`src/rtl/instr_encoder_loader_if.sv`:
```
// Field-bundle handshake and instruction-memory write bus for the program loader.
// The slave modport is the loader's view; the master modport is the producer/memory side.
interface instr_encoder_loader_if #(
    parameter int ADDR_W = 8
);
    logic              in_valid;
    logic              in_ready;
    logic [3:0]        in_opcode;
    logic [3:0]        in_rs;
    logic [3:0]        in_rt;
    logic [3:0]        in_rd;
    logic [7:0]        in_imm;
    logic              in_last;
    logic              mem_we;
    logic [ADDR_W-1:0] mem_addr;
    logic [15:0]       mem_wdata;

    modport slave (
        input  in_valid, in_opcode, in_rs, in_rt, in_rd, in_imm, in_last,
        output in_ready, mem_we, mem_addr, mem_wdata
    );

    modport master (
        output in_valid, in_opcode, in_rs, in_rt, in_rd, in_imm, in_last,
        input  in_ready, mem_we, mem_addr, mem_wdata
    );
endinterface

```
`src/rtl/instr_encoder_loader.sv`:
```
// Packs opcode/register/immediate bundles into 16-bit instructions and writes them
// sequentially into instruction memory from a latched base address.
module instr_encoder_loader #(
    parameter int ADDR_W = 8,
    parameter int DEPTH  = 256
) (
    input  logic                 clk,
    input  logic                 reset,
    input  logic                 start,
    input  logic [ADDR_W-1:0]    base_addr,
    instr_encoder_loader_if.slave bus,
    output logic                 busy,
    output logic                 done,
    output logic                 error,
    output logic [1:0]           err_code,
    output logic [ADDR_W:0]      count
);

    typedef enum logic [2:0] {
        S_IDLE   = 3'd0,
        S_ACCEPT = 3'd1,
        S_WRITE  = 3'd2,
        S_DONE   = 3'd3,
        S_ERROR  = 3'd4
    } state_t;

    localparam logic [ADDR_W:0]   DEPTH_C = (ADDR_W + 1)'(DEPTH);
    localparam logic [ADDR_W:0]   CNT_ONE = (ADDR_W + 1)'(1);
    localparam logic [ADDR_W-1:0] PTR_ONE = ADDR_W'(1);
    localparam logic [1:0]        ERR_NONE     = 2'd0;
    localparam logic [1:0]        ERR_IMM      = 2'd1;
    localparam logic [1:0]        ERR_OVERFLOW = 2'd2;

    // Opcodes 7 and above carry a 4-bit immediate in place of rd.
    function automatic logic [15:0] encode_word(
        input logic [3:0] op,
        input logic [3:0] rs,
        input logic [3:0] rt,
        input logic [3:0] rd,
        input logic [3:0] imm_lo
    );
        logic [15:0] word;
        if (op >= 4'd7) begin
            word = {op, rs, rt, imm_lo};
        end else begin
            word = {op, rs, rt, rd};
        end
        return word;
    endfunction

    state_t            state_q, state_d;
    logic [ADDR_W-1:0] ptr_q, ptr_d;
    logic [ADDR_W:0]   count_q, count_d;
    logic              last_q, last_d;
    logic              in_ready_q, in_ready_d;
    logic              mem_we_q, mem_we_d;
    logic [ADDR_W-1:0] mem_addr_q, mem_addr_d;
    logic [15:0]       mem_wdata_q, mem_wdata_d;
    logic              busy_q, busy_d;
    logic              done_q, done_d;
    logic              error_q, error_d;
    logic [1:0]        err_code_q, err_code_d;
    logic              imm_bad_s;
    logic [ADDR_W:0]   count_inc_s;

    assign imm_bad_s   = (bus.in_opcode >= 4'd7) && (bus.in_imm[7:4] != 4'd0);
    assign count_inc_s = count_q + CNT_ONE;

    // Next-state, datapath and registered-output decode.
    always_comb begin
        state_d     = state_q;
        ptr_d       = ptr_q;
        count_d     = count_q;
        last_d      = last_q;
        mem_addr_d  = mem_addr_q;
        mem_wdata_d = mem_wdata_q;
        error_d     = error_q;
        err_code_d  = err_code_q;

        case (state_q)
            S_IDLE: begin
                if (start) begin
                    ptr_d      = base_addr;
                    count_d    = '0;
                    error_d    = 1'b0;
                    err_code_d = ERR_NONE;
                    state_d    = S_ACCEPT;
                end else begin
                    state_d = S_IDLE;
                end
            end
            S_ACCEPT: begin
                if (bus.in_valid && in_ready_q) begin
                    if (imm_bad_s) begin
                        error_d    = 1'b1;
                        err_code_d = ERR_IMM;
                        state_d    = S_ERROR;
                    end else begin
                        mem_addr_d  = ptr_q;
                        mem_wdata_d = encode_word(bus.in_opcode, bus.in_rs, bus.in_rt,
                                                  bus.in_rd, bus.in_imm[3:0]);
                        last_d      = bus.in_last;
                        state_d     = S_WRITE;
                    end
                end else begin
                    state_d = S_ACCEPT;
                end
            end
            S_WRITE: begin
                ptr_d   = ptr_q + PTR_ONE;
                count_d = count_inc_s;
                // A last marker on the final writable word still ends cleanly.
                if (last_q) begin
                    state_d = S_DONE;
                end else if (count_inc_s == DEPTH_C) begin
                    error_d    = 1'b1;
                    err_code_d = ERR_OVERFLOW;
                    state_d    = S_ERROR;
                end else begin
                    state_d = S_ACCEPT;
                end
            end
            S_DONE: begin
                state_d = S_IDLE;
            end
            S_ERROR: begin
                state_d = S_IDLE;
            end
            default: begin
                state_d = S_IDLE;
            end
        endcase

        in_ready_d = (state_d == S_ACCEPT);
        mem_we_d   = (state_d == S_WRITE);
        busy_d     = (state_d == S_ACCEPT) || (state_d == S_WRITE);
        done_d     = (state_d == S_DONE);
    end

    // State and output registers; reset clears the write strobe without waiting for a clock.
    always_ff @(posedge clk or posedge reset) begin
        if (reset) begin
            state_q     <= S_IDLE;
            ptr_q       <= '0;
            count_q     <= '0;
            last_q      <= 1'b0;
            in_ready_q  <= 1'b0;
            mem_we_q    <= 1'b0;
            mem_addr_q  <= '0;
            mem_wdata_q <= 16'h0000;
            busy_q      <= 1'b0;
            done_q      <= 1'b0;
            error_q     <= 1'b0;
            err_code_q  <= 2'd0;
        end else begin
            state_q     <= state_d;
            ptr_q       <= ptr_d;
            count_q     <= count_d;
            last_q      <= last_d;
            in_ready_q  <= in_ready_d;
            mem_we_q    <= mem_we_d;
            mem_addr_q  <= mem_addr_d;
            mem_wdata_q <= mem_wdata_d;
            busy_q      <= busy_d;
            done_q      <= done_d;
            error_q     <= error_d;
            err_code_q  <= err_code_d;
        end
    end

    assign bus.in_ready  = in_ready_q;
    assign bus.mem_we    = mem_we_q;
    assign bus.mem_addr  = mem_addr_q;
    assign bus.mem_wdata = mem_wdata_q;
    assign busy          = busy_q;
    assign done          = done_q;
    assign error         = error_q;
    assign err_code      = err_code_q;
    assign count         = count_q;

endmodule

```
`src/flat_wrapper.sv`:
```
// flat-port wrapper written by rule: the top's interface ports become plain ports
module instr_encoder_loader_flat 
#(
    parameter int ADDR_W = 8,
    parameter int DEPTH  = 256
)
  (clk, reset, start, base_addr, busy, done, error, err_code, count, bus_in_valid, bus_in_opcode, bus_in_rs, bus_in_rt, bus_in_rd, bus_in_imm, bus_in_last, bus_in_ready, bus_mem_we, bus_mem_addr, bus_mem_wdata);
  instr_encoder_loader_if #(.ADDR_W(ADDR_W)) bus_i ();
  input  logic clk;
  input  logic reset;
  input  logic start;
  input  logic [ADDR_W-1:0] base_addr;
  output logic busy;
  output logic done;
  output logic error;
  output logic [1:0] err_code;
  output logic [ADDR_W:0] count;
  input wire logic [$bits(bus_i.in_valid)-1:0] bus_in_valid;
  input wire logic [$bits(bus_i.in_opcode)-1:0] bus_in_opcode;
  input wire logic [$bits(bus_i.in_rs)-1:0] bus_in_rs;
  input wire logic [$bits(bus_i.in_rt)-1:0] bus_in_rt;
  input wire logic [$bits(bus_i.in_rd)-1:0] bus_in_rd;
  input wire logic [$bits(bus_i.in_imm)-1:0] bus_in_imm;
  input wire logic [$bits(bus_i.in_last)-1:0] bus_in_last;
  output wire logic [$bits(bus_i.in_ready)-1:0] bus_in_ready;
  output wire logic [$bits(bus_i.mem_we)-1:0] bus_mem_we;
  output wire logic [$bits(bus_i.mem_addr)-1:0] bus_mem_addr;
  output wire logic [$bits(bus_i.mem_wdata)-1:0] bus_mem_wdata;
  assign bus_i.in_valid = bus_in_valid;
  assign bus_i.in_opcode = bus_in_opcode;
  assign bus_i.in_rs = bus_in_rs;
  assign bus_i.in_rt = bus_in_rt;
  assign bus_i.in_rd = bus_in_rd;
  assign bus_i.in_imm = bus_in_imm;
  assign bus_i.in_last = bus_in_last;
  assign bus_in_ready = bus_i.in_ready;
  assign bus_mem_we = bus_i.mem_we;
  assign bus_mem_addr = bus_i.mem_addr;
  assign bus_mem_wdata = bus_i.mem_wdata;
  instr_encoder_loader #(.ADDR_W(ADDR_W), .DEPTH(DEPTH)) u_core (.clk(clk), .reset(reset), .start(start), .base_addr(base_addr), .bus(bus_i), .busy(busy), .done(done), .error(error), .err_code(err_code), .count(count));
endmodule
```
`config.mk`:
```
export PLATFORM = sky130hd
export DESIGN_NAME = instr_encoder_loader_flat
export DESIGN_NICKNAME = d
export VERILOG_FILES = /design/src/rtl/instr_encoder_loader_if.sv /design/src/rtl/instr_encoder_loader.sv /design/src/flat_wrapper.sv
export SDC_FILE = /design/constraint.sdc
export NUM_CORES = 1
export LEC_CHECK = 0
export ABC_AREA = 1
export CORE_ASPECT_RATIO = 0.6
export CORE_UTILIZATION = 40
export DETAILED_ROUTE_END_ITERATION = 8
export GPL_ROUTABILITY_DRIVEN = 0
export MAX_ROUTING_LAYER = met4
export PLACE_DENSITY_LB_ADDON = 0.12
export REMOVE_ABC_BUFFERS = 1
export SETUP_SLACK_MARGIN = 0.5
export SLEW_MARGIN = 20
export SYNTH_ARGS = -nofsm -noshare
export SYNTH_HDL_FRONTEND = slang
export SYNTH_SLANG_ARGS = --single-unit
```
`constraint.sdc`:
```
create_clock -name clk -period 2 [get_ports clk]
set_input_delay 0.6 -clock clk [delete_from_list [all_inputs] [get_ports clk]]
set_output_delay 0.6 -clock clk [all_outputs]
set_load 0.01 [all_outputs]
```
Word-level counts from Yosys, hierarchy flattened:

Index checks and enable logic that the tools add are counted.
Widths: inputs -> output; s select.

* input port bits: 37
* register bits: 52
* logic and storage cells: 60
* output and inout port bits: 40

* add/sub/neg operators: 2
* bitwise operators: 1
* eq/ne operators: 11
* mux-type cells: 23
* order comparisons: 1
* reduce and logical (&&, ||, !) cells: 10

Operators by type and width (number)
* $pmux 9 s2: 1
* $pmux 8 s2: 1
* $mux 3: 4
* $mux 2: 5
* $add 9x1->9 const B: 1
* $eq 3x2->1 const B: 3
* $eq 9x9->1 const B: 1
* $mux 9: 1
* $pmux 3 s3: 1
* $add 8x1->8 const B: 1
* $mux 8: 1
* $eq 3x1->1 const B: 2
* $mux 1: 6
* $ne 2x1->1 const B: 3
* $pmux 2 s3: 1
* $reduce_and 6->1: 1
* $ge 4x3->1 const B: 1
* $mux 4: 1
* $ne 2x2->1 const B: 2
* $reduce_bool 4->1: 1
* $logic_not 3->1: 1
* $pmux 1 s3: 1
* $reduce_and 3->1: 1
* $reduce_bool 3->1: 1
* 5 further kinds: 6

Longest topological paths before layout:

* depth after elaboration: 7
* gate-level depth with buffers: 13
* mapped depth without buffers: 13

Least setup slack after synthesis:

OpenSTA, ideal clock, no wires.

* path type: register to register
* start point: register u_core.count_q[0], in the netlist u_core.count[0]
* end point: register u_core.err_code_q[0], in the netlist u_core.err_code[0]
* arrival: 1.489 ns
* data required time: 1.882 ns
* path slack: 0.393 ns
* path buffers: 0
* period minus slack after synthesis: 1.607 ns
* library setup time: 0.118 ns
* cell stages (with the launch flop): 14
* path through: dfrtp_1 > ha_1 > inv_1 > nand2_1 > nand2_1 > nand2_1 > nor2_2 > nand2_2 > nor2_4 > nand2_2 > nand2_4 > nand3_2 > nand2_1 > nand2_1

* cells in the longest elaborated chain, start to end: 4

RTL lines
* from (decl): RTL line instr_encoder_loader.sv:53 `logic [ADDR_W:0] count_q, count_d;`
* from (signal assigned): RTL line instr_encoder_loader.sv:158 `count_q <= count_d;`
* $add 9x1->9: RTL line instr_encoder_loader.sv:67 `assign count_inc_s = count_q + CNT_ONE;`
* $eq 9x9->1: RTL line instr_encoder_loader.sv:115 `end else if (count_inc_s == DEPTH_C) begin`
* $ne 2x1->1 (no line)
* $reduce_and 6->1 (no line)
* to (signal assigned): RTL line instr_encoder_loader.sv:167 `err_code_q <= err_code_d;`
* to (decl): RTL line instr_encoder_loader.sv:62 `logic [1:0] err_code_q, err_code_d;`

Every way passes these cells.
A chain may end at the register's enable or synchronous reset.

Worst setup path after layout:

* start point: register u_core.count_q[1], in the netlist u_core.count[1]
* end point: output port count[1]

RTL lines
* to (decl): RTL line flat_wrapper.sv:17 `output logic [ADDR_W:0] count;`

No word-level cell between the ends.

==> out/results.tsv <==
metric	value	unit
IO Count	77	
number of H-tree levels	2	
CP Cell Sequence	buf_4 > buf_6 > buf_6	
fin crit share	83.9	%
commonest non-fill, non-tap cell in the layout	nand2_1	
via count	2403	
Fin. Hold Viols	0	
grt total ovfl	0	
largest family of logic cells by synthesized area	simple AND/OR/NAND/NOR gates	
Port Buffers	76	
die area	6680	um^2
drt initial violations	96	
DP Area	3460	um^2
required time of the critical path	1400	ps
row count	22	
VDD IR max	492	uV
Final nets	460	
register area share after synthesis	51.2	%
M2 GR Usage	34.1	%
FMAX	596	MHz
hold buffer count at CTS	0	
Leak	0.00197	uW
mux share of post-synthesis cell area	0	%
Clock Skew	6.27	ps
Initial Util	41.6	%
# Max-Cap Violations	0	
FF+latch count, synth	52	
max-slew violations	0	
post-synthesis xor/xnor area fraction	0	%
synthesized-area fraction occupied by adder cells	1.48	%
core area	6110	um^2
wire length per cell	13.6	um
share of layout cells above drive strength 1	39.7	%
clk slew on worst S/H paths	90	ps
worst path buffer plus inverter count	3	
DRT Wirelength	6.87	mm
first-pass GRT wire length	11.3	mm
antenna viol nets, final	0	
vias per std cell	4.76	
CP arrival	1080	ps
CP most frequent cell	buf_6	
met3 Resource Use GR	4.55	%
initial antenna violation count	0	
Cell Area, Synth	2540	um^2
worst-margin pin slew	313	ps
status	complete, no violations	
Worst setup SP type	register	
Die H	63.7	um
peak fanout along the critical path	2	
Pwr per Cell Area	1140	nW/um^2
Final min period	1680	ps
# setup viols final	0	
largest net degree at the start of global routing	53	
post-synthesis cell type count	32	
Setup crit end kind	output port	
Die Width	105	um
Synth Area in Simple Gates	29.2	%
critical path's top delay family	flip-flops	
Total GRT Usage	22.3	%
Post-DP HPWL	4.34	mm
TritonRoute pass-1 iters	4	
RSZ-0062 raised after global routing	yes	
Util after Layout	63.6	%
CTS tree	yes	
R2R setup slack	320	ps
number of antenna repair diodes	0	
worst min path class	register to register	
Setup TNS	0	ps
Sink Count	52	
Setup CP Type	register to output port	
synthesis-to-layout area growth	53.1	%
post-route cell area	3890	um^2
most frequent cells in the layout	nand2_1, dfrtp_1, buf_4, buf_2, clkdlybuf4s50_1	
CP max stage cell	dfrtp_2	
CTS max path bufs	2	
root buf cell	clkbuf_8	
YS warnings	0	
grt peak-use layer	met2	
Skew-Pair Late Insertion Delay	300	ps
vias in the first global route	2350	
Post-Syn Instances	294	
max incr delay on CP	430	ps
Post-Syn Area per Cell	8.64	um^2
Inserted Clock Buffers	5	
# DRC	0	
Compound-Gate Fraction of Synth Area	10.2	%
Slew Limit Headroom	79.0	%
M1 GR Usage	30.5	%
flip-flops by register name (all words and copies together) (netlist names):
name,flops
u_core.bus.mem_wdata,16
u_core.count,9
u_core.bus.mem_addr,8
u_core.ptr_q,8
u_core.state_q,3
u_core.err_code,2
u_core.bus.in_ready,1
u_core.bus.mem_we,1
u_core.busy,1
u_core.done,1
u_core.error,1
u_core.last_q,1
final timing paths:
| check | start | to | depth (start not counted) |
|---|---|---|---|
| max | u_core.count[1]$_DFFE_PP0P_ | count[1] | 3 |
| min | u_core.bus.mem_wdata[10]$_DFFE_PP0P_ | u_core.bus.mem_wdata[10]$_DFFE_PP0P_ | 2 |
| max reg2reg | u_core.count[0]$_DFFE_PP0P_ | u_core.error$_DFFE_PP0P_ | 14 |
| min reg2reg | u_core.bus.mem_wdata[10]$_DFFE_PP0P_ | u_core.bus.mem_wdata[10]$_DFFE_PP0P_ | 2 |
| max in group asynchronous | reset | u_core.state_q[2]$_DFF_PP0_ | 3 |
| min in group asynchronous | reset | u_core.bus.mem_addr[2]$_DFFE_PP0P_ | 3 |
worst reg2reg max path: cells and delay by family (launching register included):
| kind | cells | cell delay [ps] |
|---|---|---|
| buf+inv | 2 | 180 |
| flops | 1 | 440 |
| simple gates | 11 | 800 |
| fa+ha+maj | 1 | 160 |
stage by stage:
stage | power (uW) | cells | worst slack [ps] | hold slack (ps)
3_3_place_gp | 3550 | 458 | 22.4 | 457
5_1_grt | 4740 | 505 | 226 | 501
3_5_place_dp | 3590 | 458 | -16.0 | 458
4_1_cts | 4320 | 501 | 347 | 483
2_1_floorplan | 2640 | 285 | -127 | 489
6_report | 4430 | 505 | 321 | 481
cell type report:
class,instances,area (um^2)
fill,554,2220
timing repair inverter,1,7.51
multi-input combinational,198,1160
sequential,52,1310
timing repair buffer,127,1070
clock buffer,8,90.1
tap,84,105
inverter,35,143
per-layer routing:
metal	up-vias	part of all wire (%)
met1	1131	49
li1	1204	-
met3	5	5.3
met2	63	45
met5	-	0
met4	0	0.67
what timing repair did:
item / 4_1_cts / 5_1_grt
setup buffers: 31 / 4
pin swaps: 17 / 5
resized for setup: 201 / 28
setup endpoints to repair: 87 / 31
gates cloned: 4 / 0
where the power goes:
group | internal (uW) | leakage, uW | total, uW | switching, uW
Combinational | 1000 | 0.00127 | 2080 | 1080
Sequential | 1450 | 0.000651 | 1720 | 265
Clock | 283 | 0.0000455 | 625 | 342
Yosys cell counts, drive strengths merged:
cell      n  share of area (%)
a31oi     5                1.2
buf       8                2.6
inv      33                4.9
o211ai    1               0.30
dfrtp    52                 51
a22oi     1               0.30
o22ai     6                1.5
nand3    18                4.9
o21ai    22                4.3
o221ai    1               0.34
ha        3                1.5
nand2   103                 17
a22o      1               0.34
clkbuf    1               0.15
nor2     20                4.7
nor3      5                1.4
clkinv    2               0.30
a21oi     5               0.99
nand4     4               0.99
o21a      1               0.30
a211oi    2               0.59
kinds of logic (layout without fill, tap and decap cells):
| kind of cell | after synthesis | after routing |
|---|---|---|
| AOI/OAI and AO/OA | 45 | 45 |
| adders and majority gates | 3 | 3 |
| buffers and inverters | 44 | 171 |
| DFF | 52 | 52 |
| and+or+nand+nor | 150 | 150 |
Power figures use the tool's default switching activity.
